$ cat config.mk
export PLATFORM = sky130hd
export DESIGN_NAME = mul_seq_ctrl
export DESIGN_NICKNAME = d
export VERILOG_FILES = /design/src/rtl/mul_seq_ctrl_pkg.sv /design/src/rtl/mul_seq_ctrl.sv
export SDC_FILE = /design/constraint.sdc
export NUM_CORES = 1
export LEC_CHECK = 0
export CAP_MARGIN = 20
export CORE_MARGIN = 2
export CORE_UTILIZATION = 47
export CTS_CLUSTER_SIZE = 8
export DETAILED_ROUTE_END_ITERATION = 8
export GPL_ROUTABILITY_DRIVEN = 0
export PLACE_DENSITY = 0.93
export SYNTH_ARGS = -nofsm -noshare
export SYNTH_HDL_FRONTEND = slang
export SYNTH_SLANG_ARGS = --single-unit
$ cat constraint.sdc
create_clock -name clk -period 3.6 [get_ports clk]
set_input_delay 0.72 -clock clk [delete_from_list [all_inputs] [get_ports clk]]
set_output_delay 0.72 -clock clk [all_outputs]
set_load 0.01 [all_outputs]
$ cat src/rtl/mul_seq_ctrl_pkg.sv
// Shared definitions for the shift-add multiply sequencer: state encoding and
// default sizing.
package mul_seq_ctrl_pkg;

    localparam int DEFAULT_WIDTH = 16;
    localparam int DEFAULT_CNT_W = 5;

    typedef enum logic [1:0] {
        IDLE = 2'd0,
        RUN  = 2'd1,
        DONE = 2'd2
    } state_e;

    // True when the iteration counter has reached the final add/shift step.
    function automatic logic last_iter(input logic [7:0] cnt, input int width);
        return (int'(cnt) == (width - 1));
    endfunction

endpackage

$ cat src/rtl/mul_seq_ctrl.sv
// Multi-cycle unsigned shift-add multiplier sequencer; borrows an external
// WIDTH-bit adder for one add per cycle and holds the product until consumed.
module mul_seq_ctrl
    import mul_seq_ctrl_pkg::*;
#(
    parameter int WIDTH = DEFAULT_WIDTH,
    parameter int CNT_W = DEFAULT_CNT_W
) (
    input  logic                 clk,
    input  logic                 rst,
    input  logic                 req_valid,
    output logic                 req_ready,
    input  logic [WIDTH-1:0]     req_a,
    input  logic [WIDTH-1:0]     req_b,
    output logic                 rsp_valid,
    input  logic                 rsp_ready,
    output logic [2*WIDTH-1:0]   rsp_prod,
    output logic                 rsp_hi_nz,
    output logic [WIDTH-1:0]     add_a,
    output logic [WIDTH-1:0]     add_b,
    output logic                 add_cin,
    output logic                 add_sub,
    input  logic [WIDTH-1:0]     add_s,
    input  logic                 add_cout
);

    state_e             state_r;
    state_e             state_s;
    logic [WIDTH-1:0]   m_r;
    logic [WIDTH-1:0]   m_s;
    logic [WIDTH-1:0]   ph_r;
    logic [WIDTH-1:0]   ph_s;
    logic [WIDTH-1:0]   pl_r;
    logic [WIDTH-1:0]   pl_s;
    logic [CNT_W-1:0]   cnt_r;
    logic [CNT_W-1:0]   cnt_s;
    logic [7:0]         cnt_ext_s;

    logic               req_ready_r;
    logic               rsp_valid_r;
    logic               rsp_hi_nz_r;
    logic [WIDTH-1:0]   add_a_r;
    logic [WIDTH-1:0]   add_b_r;
    logic [WIDTH-1:0]   add_a_s;
    logic [WIDTH-1:0]   add_b_s;

    assign cnt_ext_s = 8'(cnt_r);

    // Next-state and datapath register update.
    always_comb begin
        state_s = state_r;
        m_s     = m_r;
        ph_s    = ph_r;
        pl_s    = pl_r;
        cnt_s   = cnt_r;
        case (state_r)
            IDLE: begin
                if (req_valid) begin
                    m_s     = req_a;
                    ph_s    = {WIDTH{1'b0}};
                    pl_s    = req_b;
                    cnt_s   = {CNT_W{1'b0}};
                    state_s = RUN;
                end else begin
                    state_s = IDLE;
                end
            end
            RUN: begin
                // Carry-out becomes the new PH MSB, so nothing overflows.
                {ph_s, pl_s} = {add_cout, add_s, pl_r[WIDTH-1:1]};
                cnt_s        = cnt_r + {{(CNT_W-1){1'b0}}, 1'b1};
                if (last_iter(cnt_ext_s, WIDTH)) begin
                    state_s = DONE;
                end else begin
                    state_s = RUN;
                end
            end
            DONE: begin
                if (rsp_ready) begin
                    state_s = IDLE;
                end else begin
                    state_s = DONE;
                end
            end
            default: begin
                state_s = IDLE;
            end
        endcase
    end

    // Adder operands for the cycle following the edge, so they come from flops.
    always_comb begin
        add_a_s = {WIDTH{1'b0}};
        add_b_s = {WIDTH{1'b0}};
        if (state_s == RUN) begin
            add_a_s = ph_s;
            if (pl_s[0]) begin
                add_b_s = m_s;
            end else begin
                add_b_s = {WIDTH{1'b0}};
            end
        end else begin
            add_a_s = {WIDTH{1'b0}};
            add_b_s = {WIDTH{1'b0}};
        end
    end

    // State, datapath and registered output flops with synchronous reset.
    always_ff @(posedge clk) begin
        if (rst) begin
            state_r     <= IDLE;
            m_r         <= {WIDTH{1'b0}};
            ph_r        <= {WIDTH{1'b0}};
            pl_r        <= {WIDTH{1'b0}};
            cnt_r       <= {CNT_W{1'b0}};
            req_ready_r <= 1'b1;
            rsp_valid_r <= 1'b0;
            rsp_hi_nz_r <= 1'b0;
            add_a_r     <= {WIDTH{1'b0}};
            add_b_r     <= {WIDTH{1'b0}};
        end else begin
            state_r     <= state_s;
            m_r         <= m_s;
            ph_r        <= ph_s;
            pl_r        <= pl_s;
            cnt_r       <= cnt_s;
            req_ready_r <= (state_s == IDLE);
            rsp_valid_r <= (state_s == DONE);
            rsp_hi_nz_r <= |ph_s;
            add_a_r     <= add_a_s;
            add_b_r     <= add_b_s;
        end
    end

    assign req_ready = req_ready_r;
    assign rsp_valid = rsp_valid_r;
    assign rsp_prod  = {ph_r, pl_r};
    assign rsp_hi_nz = rsp_hi_nz_r;
    assign add_a     = add_a_r;
    assign add_b     = add_b_r;
    assign add_cin   = 1'b0;
    assign add_sub   = 1'b0;

endmodule

# [Word level (Yosys, flattened, before mapping)]
# Cells that the tools add are included.
[totals] regBits=90 inputBits=53 output_inout_bits=69 word_cells=39
[op_classes] add_sub_neg=1 n_eq_ne=6 mux=12 n_bitwise=2 reduce_logical=7
[ops] cell="$mux 16" count=4
[ops] cell="$pmux 16 s2" count=2
[ops] cell="$reduce_or 16->1" count=1
[ops] cell="$pmux 5 s2" count=1
[ops] cell="$pmux 2 s3" count=1
[ops] cell="$add 5x1->5 const B" count=1
[ops] cell="$eq 5x5->1 const B" count=1
[ops] cell="$mux 5" count=1
[ops] cell="$eq 2x1->1 const B" count=2
[ops] cell="$eq 2x2->1 const B" count=2
[ops] cell="$logic_not 2->1" count=2
[ops] cell="$mux 2" count=2
[ops] cell="$reduce_or 3->1" count=1
[ops] cell="$ne 2x2->1 const B" count=1
[ops] cell="$not 1->1" count=2
[ops] cell="$reduce_and 2->1" count=1
[ops] cell="$reduce_bool 2->1" count=1
[ops] cell="$reduce_or 2->1" count=1
[ops] cell="$mux 1" count=1

# [Longest topological paths before layout]
# Gate-level depths: netlist of run 1.
[depth] ltp_word=6 depth_mapped=7

# [Worst setup path before layout of run 1]
# No wires, ideal clock.
[synth_path] path_type="input-to-reg" start="input req_valid" end="register m_r[10]" setup_time_ns=0.128 t_arrival_ns=1.450 required_time_ns=3.472 path_slack_ns=2.022 cell_stages=5 n_path_buf=2 path_cell_list="nor3b_2 buf_4 buf_6 mux2i_1 nor2_1"
[synth_between] elab_chain_len=2
[synth_rtl] element="start, declared" line_no="mul_seq_ctrl.sv:11" source="input logic req_valid,"
[synth_rtl] element="$mux 16" line_no="mul_seq_ctrl.sv:58" source="if (req_valid) begin"
[synth_rtl] element="$mux 16" line_no="mul_seq_ctrl.sv:56" source="case (state_r)"
[synth_rtl] element="end signal, assigned" line_no="mul_seq_ctrl.sv:112" source="m_r <= {WIDTH{1'b0}};"
[synth_rtl] element="end signal, assigned" line_no="mul_seq_ctrl.sv:123" source="m_r <= m_s;"
[synth_rtl] element="end, declared" line_no="mul_seq_ctrl.sv:29" source="logic [WIDTH-1:0] m_r;"
# No other way between the ends.
# A chain may end at the register's enable or synchronous reset.

# [Worst setup path in the final report of run 1]
[layout_path] start="register pl_r[11]" end="output rsp_prod[11]"
[layout_rtl] element="start, declared" line_no="mul_seq_ctrl.sv:33" source="logic [WIDTH-1:0] pl_r;"
[layout_rtl] element="start signal, assigned" line_no="mul_seq_ctrl.sv:114" source="pl_r <= {WIDTH{1'b0}};"
[layout_rtl] element="start signal, assigned" line_no="mul_seq_ctrl.sv:125" source="pl_r <= pl_s;"
[layout_rtl] element="end, declared" line_no="mul_seq_ctrl.sv:17" source="output logic [2*WIDTH-1:0] rsp_prod,"
# No word-level cell between the ends.

==> summary.md, run 1 <==
| Metric | Value |
|---|---|
| Status | `finished, final reports clean` |
| Min Clock Period, post-route | `2.04 ns` |
| First-pass GRT wire length | `~13 mm` |
| Layer with the highest usage | `met2` |
| Starting DRT DRC Count | `roughly 130` |
| Worst-Skew Late Latency | `approximately 0.35 ns` |
| Achievable frequency | `0.491 GHz` |
| Required time of the worst setup path | `2.88 ns` |
| Kind of critical path | `flip-flop to primary output` |
| Vias per cell | `around 5.3` |
| Area share of the largest cell type after synthesis | `57.0%` |
| Int Pwr | `1.71 mW` |
| Largest net degree at the start of global routing | `57` |
| Critical path buffer and inverter count | `1` |
| Hold Path Class | `flip-flop to flip-flop` |
| PostCTS Resize Cnt | `0` |
| CP Cell Sequence | `clkdlybuf4s50_1` |
| Most frequent cells in the layout | `118 x clkdlybuf4s50_1, 90 x dfxtp_1, 85 x nor2_1` |
| Seq/Total Area, Yosys | `57.0%` |
| DR pass1 iterations | `4` |
| Pleak | `between 1.5 and 2 nW` |
| Most common cell after layout, fill and taps aside | `clkdlybuf4s50_1` |
| Core Area | `between 0.006 and 0.007 mm^2` |
| Clock sink count | `90` |
| Height of the chip | `86.0 um` |
| Final core occ | `71.6%` |
| Unrepaired setup endpoints after global routing | `false` |
| CTS tree | `built` |
| Distinct cells, synth | `between 40 and 50` |
| Syn_area_per_cell | `10.2 um^2` |
| Flop pwr share | `48.7%` |
| Clock Tree Buf Depth | `2` |
| Ys flop type | `dfxtp_1` |
| Hold Buf Count CTS | `0` |
| Clock skew | `around 0.0092 ns` |
| Asr flop ratio synth | `0%` |
| Slowest library cell on the worst path | `clkdlybuf4s50_1` |
| Clock power share | `37.4%` |
| CTS buffer count | `9` |
| GR Util met3 | `under 10%` |
| Post-synth EDFFs | `0` |
| Rel. slew slack | `58.0%` |
| Wire per inst | `roughly 15 um` |
| Startpoint Class | `flip-flop` |
| Clock Root Buffer | `clkbuf_8` |
| Count of input and output buffers | `approximately 120` |
| Clock transition at the registers of the reported paths | `0.08 ns` |
| Fraction of layout instances using a drive strength above 1 | `8.90%` |
| Met1 GRT Util | `between 20% and 30%` |
| Grt ovf | `0` |
| Final setup violation count | `0` |
| Pwr Density | `between 400 and 500 mW/mm^2` |
| P&R area growth vs syn | `45.5%` |
| Initial antenna violation count | `0` |
| Final WL | `about 7.8 mm` |
| Synth warn | `0` |
| Overall global routing resource usage | `22.0%` |
| Final instance area | `roughly 0.0046 mm^2` |
| Post-Place Cell Area | `0.00434 mm^2` |
| Cell Rows | `29` |
| Synthesized instance count | `309` |
| Maximum fanout along the worst path | `3` |
| Hold WS | `0.485 ns` |
| N_diodes | `0` |
| Max Slew Vio Count | `0` |
| Post-DP HPWL | `5.44 mm` |
| TNS Setup | `0 ns` |
| Crit end category | `primary output` |
| Detail Route Antenna Nets | `0` |
| Ranking of synthesized cells by area | `dfxtp_1 57%, nor2_1 10%, mux2i_1 5.4%` |
| #FFs+latches synth | `90` |
| Switching Fraction | `between 20% and 30%` |
| Vias | `around 2700` |
| Final hold viol count | `0` |
| Initial Util | `49.2%` |
| Switching power | `0.497 mW` |
| Max stage delay on crit path | `between 0.5 and 0.6 ns` |
| H-tree levels | `3` |
| Die area | `0.00739 mm^2` |
| CP arrival | `approximately 1.3 ns` |
| Netlist Area Pre-Place | `~0.0032 mm^2` |
| Slew of the pin with the lowest slew margin | `0.631 ns` |
| Final worst-path cycle share | `56.5%` |
| # DRC | `0` |
| Worst vdd ir | `0.000332 V` |
| Die X | `86.0 um` |
| Fin cells | `just over 500` |
| Max-cap check violation count | `0` |
| Vias in the first global route | `2725` |
| Family with the most delay on the worst path | `buffers and inverters` |
| Met2 Track Usage GR | `around 37%` |
| Leading area contributor after synthesis | `dfxtp_1` |
| Post-CTS setup buffers | `0` |
| Fillers | `between 400 and 500` |
| Fin nets | `477` |
| Combinational power share | `13.9%` |
| IO Pins | `around 120` |
| Placed Cells incl. Taps | `488` |
## cell families after synthesis
kind of cell	share of synthesized area (%)
AOI/OAI and AO/OA	16.2
and+or+nand+nor	15.4
buffers and inverters	5.07
muxes	5.39
other	0.119
adders and majority gates	0.792
DFF	57.0
## synth_stat cells, types with 5 or more instances
library cell  number
o22ai_1           15
a211oi_2           9
a211oi_1           7
nor4_1             8
nor2_1            85
buf_2              8
dfxtp_1           90
buf_4              5
a22oi_1           17
clkbuf_1           6
mux2i_1           17
## power by group through the flow
stage	Sequential (mW)	Clock [mW]	Combinational, mW
final	1.08	0.826	0.306
after global routing	1.08	0.883	0.331
after CTS	1.08	0.841	0.307
after detailed placement	1.10	0	0.304
after global placement	1.10	0	0.298
after floorplan	1.11	0	0.136
## final timing paths
kind                                      to  startpoint  depth (start not counted)  slack [ns]
worst max-delay path            rsp_prod[11]    pl_r[11]                          1        1.56
worst min-delay path                add_b[7]      m_r[7]                          2        0.48
worst max register to register     req_ready    cnt_r[0]                          7        1.80
worst min register to register      add_b[7]      m_r[7]                          2        0.48
## metrics by stage
stage / setup slack, ns / power (mW)
after global placement: 1.34 / 1.39
final: 1.56 / 2.21
after CTS: 1.56 / 2.22
after floorplan: 2.02 / 1.24
after detailed placement: 1.29 / 1.40
after global routing: 1.51 / 2.30
## flip-flops by register name, indices dropped and copies added (netlist names)
signal     count
add_b         16
state_r        2
rsp_valid      1
ph_r          16
cnt_r          5
pl_r          16
req_ready      1
rsp_hi_nz      1
add_a         16
m_r           16
## routing by layer
metal / up-vias / share of wire, %
li1: 1295 / -
met1: 1258 / 39
met2: 91 / 51
met3: 20 / 6.8
met4: 0 / 2.9
met5: - / 0
## final cells by class
class                           instances  area, um^2  share of cell area [%]
Sequential cell                        90        1800                    39.2
Timing Repair Buffer                  124        1220                    26.6
Multi-Input combinational cell        193        1210                    26.3
Clock buffer                           12         155                    3.38
Clock inverter                          4        97.6                    2.12
Tap cell                               77        96.3                    2.10
Inverter                                4        15.0                   0.327
(Power assumes the default switching activity.)
==> run 2, diff against run 1 <==
- CORE_UTILIZATION: 47 -> 39
- PLACE_DENSITY: 0.93 -> 0.83
- clock period: 3.6 -> 1.6 ns (I/O delays scaled with it)
==> summary.md, run 2 (synthesis results as in run 1) <==
| Metric | Value |
|---|---|
| Crit. path cell count | `1 (unchanged)` |
| Final hold viol count | `0 (unchanged)` |
| Worst r2r path cells | `7 (unchanged)` |
| CP arrival | `1.23 ns (-0.09 ns)` |
| Starting DRT DRC Count | `105 (-17%)` |
| Rel. slew slack | `53.8% (-4.1 points)` |
| Wire per inst | `15.2 um (-1.1%)` |
| Min Clock Period, post-route | `1.55 ns` |
| Detail Route Antenna Nets | `0 (unchanged)` |
| Cell Rows | `32 (+10%)` |
| Die area | `0.00884 mm^2 (+20%)` |
| Worst-Skew Late Latency | `0.34 ns (about the same)` |
| Final worst-path cycle share | `97.1%` |
| Switching power | `1.15 mW (+130%)` |
| Clock Tree Buf Depth | `2 (unchanged)` |
| Height of the chip | `94.0 um (+9.3%)` |
| CTS buffer count | `9 (unchanged)` |
| Initial Util | `40.5% (-8.7 points)` |
| Clock Root Buffer | `clkbuf_8` |
| Clock sink count | `90 (unchanged)` |
| Placed Cells incl. Taps | `525 (+7.6%)` |
| Clock skew | `0.00816 ns (-0.00105 ns)` |
| Reg-to-Reg End | `add_b[2]` |
| Combinational power share | `15.3% (+1.4 points)` |
| Most frequent cells in the layout | `90 x dfxtp_1, 87 x clkdlybuf4s50_1, 84 x nor2_1` |
| # DRC | `0 (unchanged)` |
| Maximum fanout along the worst path | `3 (unchanged)` |
| Clock power share | `34.7% (-2.7 points)` |
| Required time of the worst setup path | `1.28 ns (-1.60 ns)` |
| Fin cells | `543 (+7.7%)` |
| Slew of the pin with the lowest slew margin | `0.692 ns (+0.0609 ns)` |
| CP Cell Sequence | `clkdlybuf4s50_1` |
| Overall global routing resource usage | `19.0% (-3.0 points)` |
| Fin nets | `491 (+2.9%)` |
| Grt ovf | `0 (unchanged)` |
| Int Pwr | `3.68 mW (+120%)` |
| DR pass1 iterations | `4 (unchanged)` |
| Flop pwr share | `50.0% (+1.3 points)` |
| Status | `finished, final reports clean` |
| Largest net degree at the start of global routing | `57 (unchanged)` |
| Startpoint Class | `flip-flop` |
| Max Slew Vio Count | `0 (unchanged)` |
| First-pass GRT wire length | `13.2 mm (+5.5%)` |
| Initial antenna violation count | `0 (unchanged)` |
| Reg-to-Reg Start | `cnt_r[0]` |
| Die X | `94.0 um (+9.3%)` |
| Vias in the first global route | `2788 (+2.3%)` |
| Hold Buf Count CTS | `0 (unchanged)` |
| H-tree levels | `3 (unchanged)` |
| Vias | `2748 (+3.2%)` |
| Vias per cell | `5.06 (-4.3%)` |
| Post-Place Cell Area | `0.00452 mm^2 (+3.9%)` |
| Switching Fraction | `23.8% (+1.3 points)` |
| Post-DP HPWL | `5.53 mm (+1.7%)` |
| Core Area | `0.00781 mm^2 (+22%)` |
| CP Launch Point | `pl_r[7]` |
| Most common cell after layout, fill and taps aside | `dfxtp_1` |
| Hold Path Class | `input port to flip-flop` |
| Final instance area | `0.00487 mm^2 (+6.0%)` |
| R2R setup slack | `0.09 ns (-1.71 ns)` |
| Worst Setup EP | `rsp_prod[7]` |
| Final WL | `8.28 mm (+6.5%)` |
| Pleak | `2.22 nW (+27%)` |
| Final setup violation count | `0 (unchanged)` |
| Fillers | `632 (+36%)` |
| Family with the most delay on the worst path | `buffers and inverters` |
| Max-cap check violation count | `0 (unchanged)` |
| P&R area growth vs syn | `54.2%` |
| Max stage delay on crit path | `0.54 ns (-0.03 ns)` |
| Slowest library cell on the worst path | `clkdlybuf4s50_1` |
| Achievable frequency | `0.644 GHz` |
| Count of input and output buffers | `119 (unchanged)` |
| IO Pins | `122 (unchanged)` |
| CTS tree | `built` |
| Worst vdd ir | `0.000507 V (+53%)` |
| Post-CTS setup buffers | `0 (unchanged)` |
| Pwr Density | `991 mW/mm^2 (+110%)` |
| Crit end category | `primary output` |
| Kind of critical path | `flip-flop to primary output` |
| Fraction of layout instances using a drive strength above 1 | `12.5% (+3.6 points)` |
| Register Area | `0.00180 mm^2 (unchanged)` |
| Area of the multi-input gates | `0.00126 mm^2 (+4.7%)` |
| N_diodes | `0 (unchanged)` |
| Clock transition at the registers of the reported paths | `0.08 ns (about the same)` |
| Critical path buffer and inverter count | `1 (unchanged)` |
run 2: cell types whose count changed in the layout (fill, tap and decap cells not counted), sizes merged:
cell           previous run  this run
buf                       6        18
bufinv                    3         2
clkbuf                   12        13
clkdlybuf4s50           118        87
clkinvlp                  1         2
dlygate4sd2               0         7
dlymetal6s2s              0        24
o211ai                    2         3
run 2: what timing repair did:
item,4_1_cts,5_1_grt
cloned,1,1
resized for setup,10,30
endpoints found under the setup margin,23,54
pin swaps,10,3
run 2: how the worst min path moves through the flow:
stage,start,end,cells after the start
finish,rst,state_r[0],4
floorplan,m_r[0],add_b[0],2
CTS,rst,state_r[0],4
detailed placement,m_r[15],m_r[15],2
global route,rst,state_r[0],4
global placement,m_r[1],add_b[1],2
run 2: layout make-up:
class / instances / share of cell area (%)
sequential: 90 / 37.0
timing repair buffer: 137 / 29.6
multi-input combinational: 194 / 25.9
clock buffer: 12 / 2.98
tap: 102 / 2.62
clock inverter: 4 / 1.54
inverter: 4 / 0.308
run 2: worst min-delay path: cells and delay by family:
family | cells | cell delay [ns]
compound gates | 1 | 0.06
simple gates | 1 | 0.10
buf+inv | 2 | 0.20
run 2: metal layers:
layer | vias up | global-route usage [%] | routed length (um)
met1 | 1302 | 22.8 | 3400
met3 | 9 | 4.82 | 580
met2 | 107 | 33.3 | 4190
met5 | - | 0 | 0
met4 | 0 | 6.04 | 103
li1 | 1330 | - | -
run 2: power groups by stage:
| stage | clock [mW] | sequential, mW | combinational [mW] |
|---|---|---|---|
| after floorplan | 0 | 2.49 | 0.305 |
| after global placement | 0 | 2.46 | 0.718 |
| after detailed placement | 0 | 2.47 | 0.735 |
| after CTS | 1.70 | 2.41 | 0.741 |
| after global routing | 1.80 | 2.43 | 0.796 |
| final | 1.68 | 2.41 | 0.740 |
run 2: through the flow:
step	hold WS, ns	util [%]	total power, mW	setup slack, ns	TNS (ns)
global route	0.395	62.4	5.03	-0.00147	-0.00147
finish	0.385	62.4	4.83	0.0462	0
global placement	0.461	57.8	3.18	-0.159	-6.53
CTS	0.360	60.9	4.86	0.0000577	0
detailed placement	0.479	57.8	3.20	-0.272	-12.62
floorplan	0.456	-	2.80	0.0522	0
==> run 3, diff against run 2 <==
- CORE_UTILIZATION: 39 -> 30
- CTS_CLUSTER_SIZE: 8 -> default
- PLACE_DENSITY: 0.83 -> 0.69
==> summary.md, run 3 (synthesis results as in run 1) <==
| Metric | Value |
|---|---|
| Status | `finished, final reports clean` |
| First-pass GRT wire length | `12.9 mm (-3.0%)` |
| TNS Setup | `0 ns (unchanged)` |
| P&R area growth vs syn | `52.0%` |
| Clock skew | `0.0109 ns (+0.00275 ns)` |
| Grt ovf | `0 (unchanged)` |
| Clock sink count | `90 (unchanged)` |
| Pleak | `2.07 nW (-6.9%)` |
| H-tree levels | `3 (unchanged)` |
| Family with the most delay on the worst path | `buffers and inverters` |
| Die X | `107 um (+13%)` |
| Starting DRT DRC Count | `74 (-30%)` |
| Slowest library cell on the worst path | `clkdlybuf4s50_1` |
| Slew of the pin with the lowest slew margin | `0.658 ns (-0.0335 ns)` |
| Maximum fanout along the worst path | `1 (-2)` |
| Final setup violation count | `0 (unchanged)` |
| N_diodes | `0 (unchanged)` |
| Clock Root Buffer | `clkbuf_8` |
| Cell Rows | `37 (+16%)` |
| Final worst setup slack | `0.0693 ns (+0.0231 ns)` |
| Critical path buffer and inverter count | `1 (unchanged)` |
| Worst-Skew Late Latency | `0.34 ns (about the same)` |
| Final hold viol count | `0 (unchanged)` |
| Required time of the worst setup path | `1.28 ns (about the same)` |
| Initial Util | `30.7% (-9.7 points)` |
| Vias per cell | `4.64 (-8.3%)` |
| Worst vdd ir | `0.000487 V (-3.9%)` |
| CP Cell Sequence | `clkdlybuf4s50_1` |
| Unrepaired setup endpoints after global routing | `false` |
| Die area | `0.0114 mm^2 (+29%)` |
| Final WL | `7.78 mm (-6.0%)` |
| DR pass1 iterations | `4 (unchanged)` |
| Rel. slew slack | `56.1% (+2.2 points)` |
| Place WS | `-0.202 ns (+0.0699 ns)` |
| Core Area | `0.0103 mm^2 (+32%)` |
| Achievable frequency | `0.653 GHz (+1.5%)` |
| Max Slew Vio Count | `0 (unchanged)` |
| Vias in the first global route | `2752 (-1.3%)` |
| Min Clock Period, post-route | `1.53 ns (-0.0231 ns)` |
| Max stage delay on crit path | `0.54 ns (about the same)` |
| Overall global routing resource usage | `14.0% (-5.0 points)` |
| Fraction of layout instances using a drive strength above 1 | `12.5% (unchanged)` |
| Final worst-path cycle share | `95.7% (-1.4 points)` |
| Most frequent cells in the layout | `89 x dfxtp_1, 86 x clkdlybuf4s50_1, 85 x nor2_1` |
| Post-DP HPWL | `5.46 mm (-1.3%)` |
| Initial antenna violation count | `0 (unchanged)` |
| Height of the chip | `107 um (+13%)` |
| Most common cell after layout, fill and taps aside | `dfxtp_1` |
| Max-cap check violation count | `0 (unchanged)` |
| Pwr Density | `952 mW/mm^2 (-3.9%)` |
| Fin nets | `491 (unchanged)` |
| Detail Route Antenna Nets | `0 (unchanged)` |
| CP arrival | `1.21 ns (-0.02 ns)` |
| Clock transition at the registers of the reported paths | `0.09 ns (about the same)` |
| Wire per inst | `13.5 um (-12%)` |
| IO Pins | `122 (unchanged)` |
| CTS buffer count | `9 (unchanged)` |
| Count of input and output buffers | `119 (unchanged)` |
| Startpoint Class | `flip-flop` |
| CTS tree | `built` |
| Kind of critical path | `flip-flop to primary output` |
| Vias | `2678 (-2.5%)` |
| Hold Path Class | `input port to flip-flop` |
| # DRC | `0 (unchanged)` |
| Final total power | `4.57 mW (-5.2%)` |
| Clock Tree Buf Depth | `2 (unchanged)` |
| Crit end category | `primary output` |
| Largest net degree at the start of global routing | `57 (unchanged)` |
[run 3: worst paths after layout]
path	from	endpoint	slack [ns]	cells after the start
hold reg to reg	m_r[4]	add_b[4]	0.49	2
setup reg to reg	cnt_r[0]	add_a[9]	0.09	7
hold / removal	rst	state_r[0]	0.37	4
setup / recovery	add_b[7]	add_b[7]	0.07	1
[run 3: cell type report]
class                      instances  area [um^2]
tap                              136          170
clock buffer                      11          151
fill                             979         5470
sequential                        90         1800
clock inverter                     5         37.5
timing repair buffer             138         1410
multi-input combinational        193         1220
inverter                           4         15.0
[run 3: report_power, final]
group	switching, mW	leakage [nW]	internal, mW
clock network	0.789	0.0919	0.656
registers	0.0624	0.737	2.35
logic	0.322	1.24	0.394
[run 3: worst register-to-register path: stages (launching register included)]
cell and delay, ns:
dfxtp_1 0.32, ha_1 0.21, and3_1 0.18, ha_2 0.19, a21oi_4 0.19, nand2_2 0.10, buf_12 0.16, nor2_1 0.11
[run 3: what timing repair did]
action,in CTS,in global routing
pin swaps,0,1
endpoints found under the setup margin,45,44
gates resized for setup,21,14
cloned,0,0
hold endpoints to repair,0,0
hold buffers,0,0
setup buffers,0,0
[run 3: through the flow]
step | instance area (um^2) | util (%) | hold WS, ns | std cells
after floorplan | 3160 | - | 0.456 | 310
after global placement | 4600 | 44.7 | 0.467 | 561
after detailed placement | 4600 | 44.7 | 0.472 | 561
after CTS | 4770 | 46.4 | 0.356 | 577
after global routing | 4800 | 46.7 | 0.374 | 577
final | 4800 | 46.7 | 0.374 | 577
[run 3: layer usage]
metal / vias up / global-route usage (%) / wire length (um)
li1: 1328 / - / -
met1: 1260 / 16.8 / 3520
met2: 80 / 23.2 / 3530
met3: 10 / 4.92 / 622
met4: 0 / 4.92 / 106
met5: - / 0 / 0
